[src/rtl/uart_boot_ctrl.sv]
// uart_boot_ctrl
// Downloads a program image over UART into instruction memory while the prog
// pad is high. Stream format: 16-bit little-endian word count, then that many
// little-endian 32-bit words. The core is held in reset for the whole download
// and released only when prog drops after a successful load.
module uart_boot_ctrl #(
    parameter logic [31:0] BASE_ADDR   = 32'h0000_0000,
    parameter int unsigned MAX_WORDS   = 32'd4096,
    parameter int unsigned TIMEOUT_CYC = 32'd1_000_000
) (
    input  logic        clk_i,
    input  logic        rst_ni,
    input  logic        prog_i,
    input  logic        rx_valid_i,
    input  logic [7:0]  rx_data_i,
    input  logic        rx_err_i,
    output logic        mem_req_o,
    input  logic        mem_gnt_i,
    output logic [31:0] mem_addr_o,
    output logic [31:0] mem_wdata_o,
    output logic [3:0]  mem_be_o,
    output logic        core_rst_no,
    output logic        busy_o,
    output logic        done_o,
    output logic        err_o,
    output logic [12:0] words_o
);

    typedef enum logic [2:0] {
        ST_BOOT  = 3'd0,
        ST_RUN   = 3'd1,
        ST_LEN0  = 3'd2,
        ST_LEN1  = 3'd3,
        ST_DATA  = 3'd4,
        ST_WRITE = 3'd5,
        ST_DONE  = 3'd6,
        ST_ERR   = 3'd7
    } state_t;

    // Timeout fires when the idle counter sits on this value; unused when disabled.
    localparam bit          TMO_EN   = (TIMEOUT_CYC != 32'd0);
    localparam logic [31:0] TMO_LAST = TMO_EN ? (TIMEOUT_CYC - 32'd1) : 32'd0;

    state_t      state_r;
    state_t      state_nxt_s;

    logic        prog_meta_r;
    logic        prog_sync_r;
    logic        prog_prev_r;

    logic [15:0] len_r;
    logic [1:0]  idx_r;
    logic [31:0] wdata_r;
    logic [31:0] addr_r;
    logic [12:0] words_r;
    logic [31:0] tmo_cnt_r;
    logic        mem_req_r;
    logic [3:0]  mem_be_r;
    logic        core_rst_n_r;
    logic        busy_r;
    logic        done_r;
    logic        err_r;

    logic [15:0] len_nxt_s;
    logic [1:0]  idx_nxt_s;
    logic [31:0] wdata_nxt_s;
    logic [31:0] addr_nxt_s;
    logic [12:0] words_nxt_s;
    logic [31:0] tmo_cnt_nxt_s;
    logic        mem_req_nxt_s;
    logic [3:0]  mem_be_nxt_s;
    logic        core_rst_n_nxt_s;
    logic        busy_nxt_s;
    logic        done_nxt_s;
    logic        err_nxt_s;

    logic        prog_rise_s;
    logic        prog_fall_s;
    logic        byte_s;
    logic        in_dl_s;
    logic        in_rx_phase_s;
    logic        rx_bad_s;
    logic        timeout_s;
    logic        abort_s;
    logic        accept_s;
    logic [15:0] len_full_s;
    logic        len_over_s;
    logic        last_word_s;
    logic        gnt_s;
    logic        enter_len0_s;

    assign prog_rise_s   = prog_sync_r & ~prog_prev_r;
    assign prog_fall_s   = ~prog_sync_r & prog_prev_r;
    assign byte_s        = rx_valid_i & ~rx_err_i;
    assign in_rx_phase_s = (state_r == ST_LEN0) || (state_r == ST_LEN1) || (state_r == ST_DATA);
    assign in_dl_s       = in_rx_phase_s || (state_r == ST_WRITE);
    // Any strobe while a write is pending is an overrun: the byte would be lost.
    assign rx_bad_s      = rx_valid_i & (rx_err_i | (state_r == ST_WRITE));
    assign timeout_s     = TMO_EN && in_rx_phase_s && (tmo_cnt_r == TMO_LAST);
    assign abort_s       = in_dl_s & (rx_bad_s | prog_fall_s | timeout_s);
    assign accept_s      = byte_s & ~abort_s;
    assign len_full_s    = {rx_data_i, len_r[7:0]};
    assign len_over_s    = (32'(len_full_s) > MAX_WORDS);
    assign last_word_s   = (({3'd0, words_r} + 16'd1) == len_r);
    assign gnt_s         = (state_r == ST_WRITE) & mem_gnt_i;
    assign enter_len0_s  = (state_nxt_s == ST_LEN0) && (state_r != ST_LEN0);

    assign mem_req_o   = mem_req_r;
    assign mem_addr_o  = addr_r;
    assign mem_wdata_o = wdata_r;
    assign mem_be_o    = mem_be_r;
    assign core_rst_no = core_rst_n_r;
    assign busy_o      = busy_r;
    assign done_o      = done_r;
    assign err_o       = err_r;
    assign words_o     = words_r;

    // Two-flop synchroniser for the prog pad plus previous value for edge detect.
    always_ff @(posedge clk_i or negedge rst_ni) begin
        if (!rst_ni) begin
            prog_meta_r <= 1'b0;
            prog_sync_r <= 1'b0;
            prog_prev_r <= 1'b0;
        end else begin
            prog_meta_r <= prog_i;
            prog_sync_r <= prog_meta_r;
            prog_prev_r <= prog_sync_r;
        end
    end

    // FSM state register.
    always_ff @(posedge clk_i or negedge rst_ni) begin
        if (!rst_ni) begin
            state_r <= ST_BOOT;
        end else begin
            state_r <= state_nxt_s;
        end
    end

    // Next-state logic; errors pre-empt normal byte handling in every download state.
    always_comb begin
        state_nxt_s = state_r;
        case (state_r)
            ST_BOOT: begin
                if (prog_sync_r) state_nxt_s = ST_LEN0;
                else             state_nxt_s = ST_RUN;
            end
            ST_RUN: begin
                if (prog_rise_s) state_nxt_s = ST_LEN0;
                else             state_nxt_s = ST_RUN;
            end
            ST_LEN0: begin
                if (abort_s)     state_nxt_s = ST_ERR;
                else if (byte_s) state_nxt_s = ST_LEN1;
                else             state_nxt_s = ST_LEN0;
            end
            ST_LEN1: begin
                if (abort_s) begin
                    state_nxt_s = ST_ERR;
                end else if (byte_s) begin
                    if (len_full_s == 16'd0) state_nxt_s = ST_DONE;
                    else if (len_over_s)     state_nxt_s = ST_ERR;
                    else                     state_nxt_s = ST_DATA;
                end else begin
                    state_nxt_s = ST_LEN1;
                end
            end
            ST_DATA: begin
                if (abort_s)                         state_nxt_s = ST_ERR;
                else if (byte_s && (idx_r == 2'd3)) state_nxt_s = ST_WRITE;
                else                                 state_nxt_s = ST_DATA;
            end
            ST_WRITE: begin
                if (abort_s) begin
                    state_nxt_s = ST_ERR;
                end else if (mem_gnt_i) begin
                    if (last_word_s) state_nxt_s = ST_DONE;
                    else             state_nxt_s = ST_DATA;
                end else begin
                    state_nxt_s = ST_WRITE;
                end
            end
            ST_DONE: begin
                if (prog_fall_s) state_nxt_s = ST_RUN;
                else             state_nxt_s = ST_DONE;
            end
            ST_ERR: begin
                if (prog_rise_s) state_nxt_s = ST_LEN0;
                else             state_nxt_s = ST_ERR;
            end
            default: begin
                state_nxt_s = ST_BOOT;
            end
        endcase
    end

    // Datapath and output next values; outputs are derived from the next state so they register in step with it.
    always_comb begin
        len_nxt_s     = len_r;
        idx_nxt_s     = idx_r;
        wdata_nxt_s   = wdata_r;
        addr_nxt_s    = addr_r;
        words_nxt_s   = words_r;
        tmo_cnt_nxt_s = tmo_cnt_r;
        done_nxt_s    = done_r;
        err_nxt_s     = err_r;

        if (enter_len0_s) begin
            addr_nxt_s    = BASE_ADDR;
            words_nxt_s   = 13'd0;
            tmo_cnt_nxt_s = 32'd0;
            done_nxt_s    = 1'b0;
            err_nxt_s     = 1'b0;
        end else begin
            case (state_r)
                ST_LEN0: begin
                    if (accept_s) len_nxt_s[7:0] = rx_data_i;
                    else          len_nxt_s      = len_r;
                end
                ST_LEN1: begin
                    if (accept_s) begin
                        len_nxt_s[15:8] = rx_data_i;
                        idx_nxt_s       = 2'd0;
                    end else begin
                        len_nxt_s = len_r;
                    end
                end
                ST_DATA: begin
                    if (accept_s) begin
                        wdata_nxt_s[{idx_r, 3'b000} +: 8] = rx_data_i;
                        idx_nxt_s                         = idx_r + 2'd1;
                    end else begin
                        idx_nxt_s = idx_r;
                    end
                end
                ST_WRITE: begin
                    // A grant coinciding with an abort still completed the write.
                    if (gnt_s) begin
                        addr_nxt_s  = addr_r + 32'd4;
                        words_nxt_s = words_r + 13'd1;
                    end else begin
                        addr_nxt_s = addr_r;
                    end
                end
                default: begin
                    len_nxt_s = len_r;
                end
            endcase

            // Inter-byte idle counter: runs while waiting for bytes, frozen during writes.
            if (in_rx_phase_s) begin
                if (rx_valid_i) tmo_cnt_nxt_s = 32'd0;
                else            tmo_cnt_nxt_s = tmo_cnt_r + 32'd1;
            end else begin
                tmo_cnt_nxt_s = tmo_cnt_r;
            end

            if (state_nxt_s == ST_DONE)     done_nxt_s = 1'b1;
            else                            done_nxt_s = done_r;
            if (state_nxt_s == ST_ERR)      err_nxt_s  = 1'b1;
            else                            err_nxt_s  = err_r;
        end

        mem_req_nxt_s    = (state_nxt_s == ST_WRITE);
        mem_be_nxt_s     = mem_req_nxt_s ? 4'hF : 4'h0;
        core_rst_n_nxt_s = (state_nxt_s == ST_RUN);
        busy_nxt_s       = (state_nxt_s == ST_LEN0) || (state_nxt_s == ST_LEN1) ||
                           (state_nxt_s == ST_DATA) || (state_nxt_s == ST_WRITE);
    end

    // Datapath and output registers.
    always_ff @(posedge clk_i or negedge rst_ni) begin
        if (!rst_ni) begin
            len_r        <= 16'd0;
            idx_r        <= 2'd0;
            wdata_r      <= 32'd0;
            addr_r       <= BASE_ADDR;
            words_r      <= 13'd0;
            tmo_cnt_r    <= 32'd0;
            mem_req_r    <= 1'b0;
            mem_be_r     <= 4'h0;
            core_rst_n_r <= 1'b0;
            busy_r       <= 1'b0;
            done_r       <= 1'b0;
            err_r        <= 1'b0;
        end else begin
            len_r        <= len_nxt_s;
            idx_r        <= idx_nxt_s;
            wdata_r      <= wdata_nxt_s;
            addr_r       <= addr_nxt_s;
            words_r      <= words_nxt_s;
            tmo_cnt_r    <= tmo_cnt_nxt_s;
            mem_req_r    <= mem_req_nxt_s;
            mem_be_r     <= mem_be_nxt_s;
            core_rst_n_r <= core_rst_n_nxt_s;
            busy_r       <= busy_nxt_s;
            done_r       <= done_nxt_s;
            err_r        <= err_nxt_s;
        end
    end

endmodule
[config.mk]
export PLATFORM = sky130hd
export DESIGN_NAME = uart_boot_ctrl
export DESIGN_NICKNAME = d
export VERILOG_FILES = /design/src/rtl/uart_boot_ctrl.sv
export SDC_FILE = /design/constraint.sdc
export NUM_CORES = 1
export LEC_CHECK = 0
export CORE_MARGIN = 1.5
export CORE_UTILIZATION = 55
export CTS_CLUSTER_SIZE = 16
export DETAILED_ROUTE_END_ITERATION = 12
export PLACE_DENSITY = 0.87
export SYNTH_ARGS = -nofsm -noshare
export SYNTH_HDL_FRONTEND = slang
export SYNTH_SLANG_ARGS = --single-unit
[constraint.sdc]
create_clock -name clk_i -period 8 [get_ports clk_i]
set_input_delay 1.2 -clock clk_i [delete_from_list [all_inputs] [get_ports clk_i]]
set_output_delay 1.2 -clock clk_i [all_outputs]
set_load 0.05 [all_outputs]
==> metrics list <==
- The run finished with clean final reports.
* Buffer cell driving the clock tree root: clkbuf_16
* Instance area after placement: a little over 8000 sq um
* Reported max-cap violation count: 0
- Number of enable flip-flop cells after synthesis: 0
- The number of endpoints with negative hold slack in the final report was 0.
- After synthesis, the share of flip-flops with an asynchronous set or reset is 100%.
* Die Span Y: between 100 and 150 um
- Count of antenna-violating nets left after detailed routing: 0
* Largest net degree at the start of global routing: 84
* Comb pwr share: 34.5%
* Die X-Extent: between 100 and 150 um
- The initial utilization of the core area, before any placement, comes to around 56%.
- At the worst endpoint, the required time is 8.31 ns.
- The analysis attributes to cell leakage a power of 3.68 nW.
* Total number of placement rows: 41
- Power share of the sequential group: 34.5%
- Counting distinct cell types in the post-synthesis netlist gives 55.
- The multi-input combinational cells in the finished layout cover a total of between 3000 and 4000 sq um.
- Internal power component: ~1.6 mW
- I/O pins: 100
- Cell area after synthesis: slightly above 7000 sq um
- Clock Skew: ~0.009 ns
- After the first detailed-routing iteration, the DRC count stood at slightly below 500.
- Counting tap cells, the placed design contains a total of between 1000 and 1500 instances.
- First drt pass iteration count: 6
- Tot Pwr: approximately 2.7 mW
* Worst rel slew slack: 31.9%
- Hold WS: roughly 0.35 ns
- Total count of max-transition violations in the final report: 0
* Number of cell instances on the worst register-to-register path: 7
* Routability congestion estimate: a little over 0.9
- The floorplan step defined a die boundary enclosing 13500 sq um.
- Hold path start: prog_meta_r$_DFF_PN0_
- Setup violations remaining at the end of the flow were counted as 0.
* Fill cell instance count of the final layout: slightly above 900
- PostCTS Resize Cnt: 0
- Syn_area_per_cell: around 9.2 sq um
- Latest clock arrival within the worst-skew pair: roughly 0.42 ns
* Worst Max-Slew Pin Slew: 1.02 ns
- Placeable core region: approximately 13000 sq um
- Of the total power, the share spent switching nets is about two fifths.
- IR analysis of the VDD net gives a maximum drop of ~0.21 mV.
- Buffers inserted to repair hold after CTS numbered 0.
* Achievable Freq: approximately 260 MHz
- Number of warning messages in the yosys log: 0
* Cell area power density: 305 nW/um^2
* # Post-CTS Setup Buffers: 0
* Number of standard cells in the final layout excluding fillers: roughly 1000
- Setup WS pre-CTS: 3.82 ns
- Post-synthesis instance total: 770
- Arrival time of the worst setup path: a little over 4 ns
* Num CTS Buffers: 17
- Layout cell share with drive strength beyond 1: around 7.5%
* Combined flip-flop and latch cell area: 3400 sq um
- After detailed routing, the average wire length per cell comes to roughly 16 um.
* Crit path max fanout: 11
- In the post-route analysis, the smallest setup slack over all paths is around 4.2 ns.
* H-tree depth: 4
- Minimum clock period after layout: between 3 and 4 ns
- Summed over all layers, the routed wires come to between 15 and 20 mm.
* Most used flip-flop cell after synthesis: dfrtp_1
- Minimum setup slack among reg-to-reg paths: between 4 and 5 ns
* Post-Layout Inst Area: roughly 8800 sq um
* Area Overhead vs Synth: 23.9%
* Remaining global-route overflow: 0
* Avg Vias per Cell: between 5 and 6
* TritonCTS sink count: 136
- Initial antenna violation count: 0
- The worst register-to-register path ends at tmo_cnt_r[4]$_DFFE_PN0P_.
- STA classifies the critical path endpoint as a register.
* Via count of the first global-routing pass: 5827
- TritonCTS built the clock tree.
- Switching power: ~1.0 mW
- Clock-pin slew was measured on the worst setup and hold paths at around 0.060 ns.
* Count of unresolved DRC violations after routing: 0
* #FFs+latches synth: about 140
- Of the available clock period, the critical path in the final layout requires 47.4%.
* Worst r2r src: state_r[0]$_DFF_PN0_
- Global-route wire length before repair: between 20 and 30 mm
- Final core utilization: a little over two thirds
- STA classifies the critical path startpoint as an input port.
- Sequential cell area fraction in the yosys report: between 40% and 50%
- Hold path endpoint: prog_sync_r$_DFF_PN0_
- Setup repair after global routing left no endpoint under its margin.
- By startpoint and endpoint, the worst setup path is classified as in2reg.
- Setup Total Neg Slack: 0 ns
- Bufs on Longest Clock Path: 2
* Vias: 6043
- Final antenna diode count: 0
- Summed over all nets, the half-perimeter wirelength after detailed placement is around 11 mm.
* Number of cells on the worst hold path: 0
* Global-route usage over all layers: 26.2%
- After the last flow step, the layout net total stands at just under 900.
- Clock share of power: a little under a third
- In this run the tool buffered the top-level ports with 97 buffer cells.
- Type of the tightest min-delay check: reg2reg
-- how the worst max path moves through the flow --
stage | startpoint | to | slack, ns | depth (start not counted)
after floorplan | mem_gnt_i | done_o$_DFFE_PN0P_ | 4.75 | 7
after global placement | rx_data_i[0] | tmo_cnt_r[28]$_DFFE_PN0P_ | 3.87 | 8
after detailed placement | rx_data_i[0] | tmo_cnt_r[28]$_DFFE_PN0P_ | 3.82 | 8
after CTS | rx_data_i[0] | tmo_cnt_r[28]$_DFFE_PN0P_ | 4.25 | 8
after global routing | rx_data_i[0] | tmo_cnt_r[28]$_DFFE_PN0P_ | 3.93 | 8
final | rx_data_i[0] | tmo_cnt_r[28]$_DFFE_PN0P_ | 4.20 | 8
-- routing by layer --
layer	part of all wire (%)	routed length, um	global-route usage (%)	vias up
met5	0	0	0	-
met1	43	7330	33.5	2926
met3	4.7	801	5.86	36
li1	-	-	-	2879
met4	2.3	393	10.1	0
met2	50	8380	43.8	202
-- registers in the layout, summed over array words and instances (netlist names), 2 cells and up --
register	cells
mem_addr_o	30
mem_wdata_o	32
len_r	16
idx_r	2
state_r	3
words_o	13
tmo_cnt_r	32
-- power by group through the flow --
stage	Clock, mW	Combinational (mW)	Sequential (mW)
2_1_floorplan	0	0.536	1.03
3_3_place_gp	0	0.892	0.921
3_5_place_dp	0	0.912	0.925
4_1_cts	0.837	0.919	0.916
5_1_grt	0.871	0.998	0.934
6_report	0.827	0.921	0.921
-- cell type report --
cell class,instances,area share (%)
Clock buffer,18,4.90
Clock inverter,14,2.26
Inverter,14,0.600
Multi-Input combinational cell,588,39.6
Sequential cell,136,38.9
Tap cell,172,2.46
Timing Repair Buffer,100,11.4
-- cells by family after synthesis --
logic type / count (synthesis) / synth area share, %
AND/OR/NAND/NOR: 358 / 24.6
AO/OA/AOI/OAI: 138 / 12.0
flip-flops: 136 / 48.2
XOR/XNOR: 61 / 7.56
buffers and inverters: 47 / 2.99
multiplexers: 21 / 3.26
adder cells (fa/ha/maj): 8 / 1.42
other: 1 / 0.0531
-- critical path, stage by stage --
cell	delay (ns)
clkdlybuf4s50_1	0.54
nor4_1	0.42
a31oi_1	0.19
o41ai_1	0.40
o211ai_2	0.22
nand4bb_1	0.37
and2_1	0.38
a221o_1	0.38
-- cell usage after synthesis (all sizes together), types with 3 or more instances --
cell type,count,share of area [%]
o21a,3,0.32
nor2,91,4.8
a21o,4,0.42
nand2b,6,0.53
mux2i,5,0.71
nand4,15,1.3
inv,14,0.74
xnor2,29,3.6
xor2,32,4.0
ha,8,1.4
nor3b,5,0.53
clkbuf,19,1.0
mux2,16,2.5
nand2,114,6.1
and2,6,0.53
nor3,19,1.4
a22o,5,0.62
nor4,9,0.80
o21ai,54,3.8
nor4b,3,0.37
a21oi,28,2.0
or3,4,0.35
o211ai,5,0.60
a31oi,18,1.6
or2,7,0.62
a211o,3,0.37
o41ai,3,0.37
or4,4,0.42
and4,11,1.4
nand3,40,2.8
buf,14,1.2
nor2b,5,0.44
dfrtp,136,48
and3,13,1.2
-- cell usage in the layout (no fill, tap or decap), drive strengths merged, types with 6 or more instances in the layout --
cell type / count
a21oi: 28
a31oi: 18
and2: 6
and3: 13
and4: 11
clkbuf: 18
clkdlybuf4s50: 96
dfrtp: 136
ha: 8
inv: 16
mux2: 16
nand2: 114
nand2b: 6
nand3: 40
nand4: 15
nor2: 91
nor3: 19
nor4: 9
o21ai: 54
or2: 7
xnor2: 29
xor2: 32
Note: power is estimated with default switching activity, not from simulation.
